[config.mk]
export PLATFORM = sky130hd
export DESIGN_NAME = addsub_share_arbiter
export DESIGN_NICKNAME = d
export VERILOG_FILES = /design/src/rtl/addsub_share_arbiter.sv
export SDC_FILE = /design/constraint.sdc
export NUM_CORES = 1
export LEC_CHECK = 0
export CORE_ASPECT_RATIO = 0.75
export CORE_UTILIZATION = 47
export DETAILED_ROUTE_END_ITERATION = 7
export GPL_ROUTABILITY_DRIVEN = 0
export PLACE_DENSITY_LB_ADDON = 0.12
export SLEW_MARGIN = 20
export SYNTH_ARGS = -nofsm -noshare
export SYNTH_HDL_FRONTEND = slang
export SYNTH_SLANG_ARGS = --single-unit
[constraint.sdc]
create_clock -name clk -period 8.4 [get_ports clk]
set_input_delay 1.68 -clock clk [delete_from_list [all_inputs] [get_ports clk]]
set_output_delay 1.68 -clock clk [all_outputs]
set_load 0.02 [all_outputs]
[src/rtl/addsub_share_arbiter.sv]
// =====================================================================
// addsub_share_arbiter: round-robin sharing of one 20-bit CLA add/sub
// unit among NREQ requesters. Revision: 1.0
// =====================================================================
`default_nettype none

module carry_lookahead_adder_20bit (
    input  logic [19:0] a_i,
    input  logic [19:0] b_i,
    input  logic        sub_i,
    input  logic        cin_i,
    output logic [19:0] sum_o,
    output logic        cout_o,
    output logic        v_o
);
    logic [19:0] bx, p, g, cb;
    logic [4:0]  grp_g, grp_p;
    logic [5:0]  gc;

    assign bx = b_i ^ {20{sub_i}};
    assign p  = a_i ^ bx;
    assign g  = a_i & bx;

    genvar gi;
    generate
        for (gi = 0; gi < 5; gi++) begin : g_grp
            logic [3:0] gp, gg;
            assign gp = p[4*gi +: 4];
            assign gg = g[4*gi +: 4];
            assign cb[4*gi]   = gc[gi];
            assign cb[4*gi+1] = gg[0] | (gp[0] & gc[gi]);
            assign cb[4*gi+2] = gg[1] | (gp[1] & gg[0]) | (gp[1] & gp[0] & gc[gi]);
            assign cb[4*gi+3] = gg[2] | (gp[2] & gg[1]) | (gp[2] & gp[1] & gg[0])
                              | (gp[2] & gp[1] & gp[0] & gc[gi]);
            assign grp_g[gi]  = gg[3] | (gp[3] & gg[2]) | (gp[3] & gp[2] & gg[1])
                              | (gp[3] & gp[2] & gp[1] & gg[0]);
            assign grp_p[gi]  = &gp;
        end
    endgenerate

    // Group carries: subtraction supplies the +1 of two's-complement negation
    always_comb begin
        gc[0] = cin_i | sub_i;
        for (int i = 0; i < 5; i++) begin
            gc[i+1] = grp_g[i] | (grp_p[i] & gc[i]);
        end
    end

    assign sum_o  = p ^ cb;
    assign cout_o = gc[5];
    assign v_o    = gc[5] ^ cb[19];
endmodule

module addsub_share_arbiter #(
    parameter int NREQ = 4,
    parameter int IDW  = 2
) (
    input  logic               clk,
    input  logic               rst,
    input  logic [NREQ-1:0]    req,
    input  logic [NREQ-1:0]    sub_bus,
    input  logic [NREQ*20-1:0] a_bus,
    input  logic [NREQ*20-1:0] b_bus,
    output logic [NREQ-1:0]    gnt,
    output logic               done,
    output logic [IDW-1:0]     done_id,
    output logic [19:0]        result,
    output logic               res_cout,
    output logic               res_v,
    output logic               busy
);
    typedef enum logic [1:0] {
        S_IDLE = 2'd0,
        S_CALC = 2'd1,
        S_DONE = 2'd2
    } state_t;

    localparam logic [IDW-1:0] LAST_RST = IDW'(NREQ - 1);

    state_t          state_q, state_d;
    logic [IDW-1:0]  last_q, last_d, id_q, id_d, done_id_q, done_id_d;
    logic [19:0]     a_q, a_d, b_q, b_d, result_q, result_d;
    logic            sub_q, sub_d, done_q, done_d, cout_q, cout_d, v_q, v_d;
    logic            busy_q, busy_d;
    logic [NREQ-1:0] gnt_q, gnt_d;

    logic [19:0]     add_sum;
    logic            add_cout, add_v;
    logic            win_vld;
    logic [IDW-1:0]  win_id, arb_sel;

    carry_lookahead_adder_20bit u_adder (
        .a_i    (a_q),
        .b_i    (b_q),
        .sub_i  (sub_q),
        .cin_i  (1'b0),
        .sum_o  (add_sum),
        .cout_o (add_cout),
        .v_o    (add_v)
    );

    // First requester found when scanning from last+1 around the ring
    always_comb begin
        win_vld = 1'b0;
        win_id  = '0;
        arb_sel = '0;
        for (int i = 1; i <= NREQ; i++) begin
            arb_sel = IDW'((int'(last_q) + i) % NREQ);
            if (!win_vld && req[arb_sel]) begin
                win_vld = 1'b1;
                win_id  = arb_sel;
            end
        end
    end

    always_comb begin
        state_d   = state_q;
        last_d    = last_q;
        id_d      = id_q;
        a_d       = a_q;
        b_d       = b_q;
        sub_d     = sub_q;
        gnt_d     = '0;
        done_d    = 1'b0;
        done_id_d = done_id_q;
        result_d  = result_q;
        cout_d    = cout_q;
        v_d       = v_q;
        case (state_q)
            S_IDLE, S_DONE: begin
                state_d = S_IDLE;
                if (win_vld) begin
                    state_d = S_CALC;
                    last_d  = win_id;
                    id_d    = win_id;
                    a_d     = a_bus[int'(win_id)*20 +: 20];
                    b_d     = b_bus[int'(win_id)*20 +: 20];
                    sub_d   = sub_bus[win_id];
                    gnt_d   = {{(NREQ-1){1'b0}}, 1'b1} << win_id;
                end
            end
            S_CALC: begin
                state_d   = S_DONE;
                result_d  = add_sum;
                cout_d    = add_cout;
                v_d       = add_v;
                done_d    = 1'b1;
                done_id_d = id_q;
            end
            default: state_d = S_IDLE;
        endcase
        busy_d = (state_d != S_IDLE);
    end

    always_ff @(posedge clk) begin
        if (rst) begin
            state_q   <= S_IDLE;
            last_q    <= LAST_RST;
            id_q      <= '0;
            a_q       <= '0;
            b_q       <= '0;
            sub_q     <= 1'b0;
            gnt_q     <= '0;
            done_q    <= 1'b0;
            done_id_q <= '0;
            result_q  <= '0;
            cout_q    <= 1'b0;
            v_q       <= 1'b0;
            busy_q    <= 1'b0;
        end else begin
            state_q   <= state_d;
            last_q    <= last_d;
            id_q      <= id_d;
            a_q       <= a_d;
            b_q       <= b_d;
            sub_q     <= sub_d;
            gnt_q     <= gnt_d;
            done_q    <= done_d;
            done_id_q <= done_id_d;
            result_q  <= result_d;
            cout_q    <= cout_d;
            v_q       <= v_d;
            busy_q    <= busy_d;
        end
    end

    assign gnt      = gnt_q;
    assign done     = done_q;
    assign done_id  = done_id_q;
    assign result   = result_q;
    assign res_cout = cout_q;
    assign res_v    = v_q;
    assign busy     = busy_q;
endmodule

`default_nettype wire

==> reports/qor.csv <==
metric,value,unit
status,"complete, no violations",
utilization,0.733,
synthFlopType,dfxtp_1,
finish.instance_area,0.00725,mm²
final_hold_viol_count,0,
endpoint_kind,flip-flop,
dr_total_vias,5578,
final_layout_size_suffix_gt1_frac,0.0415,
fin_crit,3880,ps
slowest_delay,610,ps
die_w,120,µm
synthCells,722,
grt_max_degree,85,
synth_fp_nets,916,
htreeDepth,3,
insertion_delay,330,ps
rr_worst_depth,11,
dp_hpwl,11300,µm
min_path_type,flip-flop to flip-flop,
max_cap_viol_count,0,
remaining_drc_errors,0,
setup_ws,4520,ps
cts_made_buffers,9,
nFillCells,782,
regToRegEndpoint,result[16],
cts_setup_buffers,0,
ctsHoldBuffers,0,
cts_buffer_depth,2,
setup_viol,0,
grt_first_pass_wirelength,25200,µm
whs_endpoint,result[5],
synth_area_leaders,"dfxtp_1, nand2_1, nand3_1, a21oi_1, ha_1",
peakVddDrop,0.000109,V
placed_area,0.00691,mm²
finalCritPeriodShare,0.462,
yosys_warnings,0,
critical_path_class,input port to flip-flop,
place_ws,4160,ps
yosys.area.top_type,dfxtp_1,
drv_slew,0,
die_area,0.0108,mm²
cellPowerDensity,196,mW/mm²
maxSlewHeadroom,0.413,
antenna_left,0,
die_y,90.3,µm
async_reset_ff_frac,0,
seq_area_frac_synth,0.312,
finalNonFillerCells,1023,
power,1.42,mW
clock-sinks,76,
yosysMostFrequentCell,nand2_1,
area_delta_synth_final,48.5,%
first_pass_iters,5,
power.leakage,3.07,nW
crit_arrival,4140,ps
synth_seq_cells,76,
required,8660,ps
io_buffers,199,
vias_per_cell,5.45,
whs,450,ps
grt_usage,0.288,
drt_iter0_drc,341,
ios,200,
fin_nets,1081,
avgSynthCellArea,6.76,µm²
start_util,0.494,
r2r_start,sub_q,
overflow,0,
cp_max_fo,70,
num_antenna_cells,0,
syn_area,0.00488,mm²
rows,31,
finClkSkew,12.3,ps
cts_tree,built,
synth_common_cells,"nand2_1, nand3_1, dfxtp_1, a21oi_1, clkbuf_1",
cts-root-buf,clkbuf_16,
core,0.00989,mm²
routed_wl,15500,µm
drt-wirelength-per-cell,15.1,µm
antenna_found_initial,0,
r2r_slack,4880,ps
grt_pass1_vias,5446,
synth_top_area_frac,0.312,
synth_edf_count,0,
rsz0062_at_grt,no,
whs_path_depth,2,
crit_slowest_cell,buf_4,
worst_pin_slew,880,ps
totalNegativeSetupSlack,0,ps
placed_cells_incl_taps,1007,
path_clk_slew,60,ps
cp_cell_sequence,clkdlybuf4s50_1 -> nor2_1 -> nor2_1 -> a21oi_4 -> buf_4 -> nand2_1 -> nand3_1 -> nand3_1 -> a21oi_1,
startpoint_type,input port,
ys_types,48,
fmax,258,MHz
holdCritStartpoint,result[5],
post_cts_resized,0,
[worst max-delay path: cells and delay by family]
kind | cells | cell delay, ps
buffers and inverters | 2 | 1060
AO/OA/AOI/OAI | 2 | 540
AND/OR/NAND/NOR | 5 | 810
[worst max-delay path by stage]
stage	from	end	slack [ps]	cells after the start
2_1_floorplan	sub_q	result[16]	5020	12
4_1_cts	req[1]	b_q[17]	4480	9
3_5_place_dp	req[0]	b_q[16]	4160	9
5_1_grt	req[1]	b_q[16]	4300	9
6_report	req[0]	b_q[16]	4520	9
3_3_place_gp	req[3]	a_q[17]	4230	7
[final cells by class]
class | instances | area [µm²] | area share
Clock inverter | 4 | 73.8 | 0.0102
Timing Repair Buffer | 207 | 2070 | 0.285
Multi-Input combinational cell | 578 | 3120 | 0.431
Tap cell | 132 | 165 | 0.0228
Sequential cell | 76 | 1520 | 0.210
Clock buffer | 11 | 243 | 0.0335
Inverter | 15 | 56.3 | 0.00777
[placed cells by master (no fill, tap or decap), types with 3 or more instances in the layout]
master and instances:
a211oi_1 6, a21o_1 3, a21oi_1 64, and3_1 8, buf_4 7, clkbuf_16 9, clkdlybuf4s50_1 198, dfxtp_1 76
fa_1 4, ha_1 20, inv_1 15, nand2_1 236, nand2b_1 3, nand3_1 126, nand3b_1 3, nor2_1 18
nor2b_1 3, o21ai_0 11, o21bai_1 3, xnor2_1 10, xor2_1 23
[where the power goes]
group          internal [mW]  switching (mW)  total (mW)
Clock                  0.267           0.147       0.414
Sequential             0.409          0.0321       0.441
Combinational          0.261           0.305       0.567
[cell families (layout without fill, tap and decap cells)]
| kind of cell | after synthesis | in the layout | share of synthesized area |
|---|---|---|---|
| AO/OA/AOI/OAI | 110 | 110 | 0.138 |
| XOR/XNOR | 33 | 33 | 0.0592 |
| adder cells (fa/ha/maj) | 24 | 24 | 0.0677 |
| buffers and inverters | 68 | 237 | 0.0541 |
| flip-flops | 76 | 76 | 0.312 |
| multiplexers | 1 | 1 | 0.00205 |
| AND/OR/NAND/NOR | 410 | 410 | 0.367 |
[layer usage]
layer  up-vias  routed length [µm]  GRT usage
met1      2573                6230      0.312
li1       2756                   -          -
met3        34                 802     0.0568
met2       215                7970      0.548
met5         -                   0          0
met4         0                 490      0.102
[registers in the layout (all words and copies together) (netlist names)]
signal,cells
state_q,2
a_q,20
result,20
last_q,2
done_id,2
res_v,1
gnt,4
b_q,20
res_cout,1
id_q,2
busy,1
sub_q,1
No activity file was read; power rests on OpenSTA's default activity.
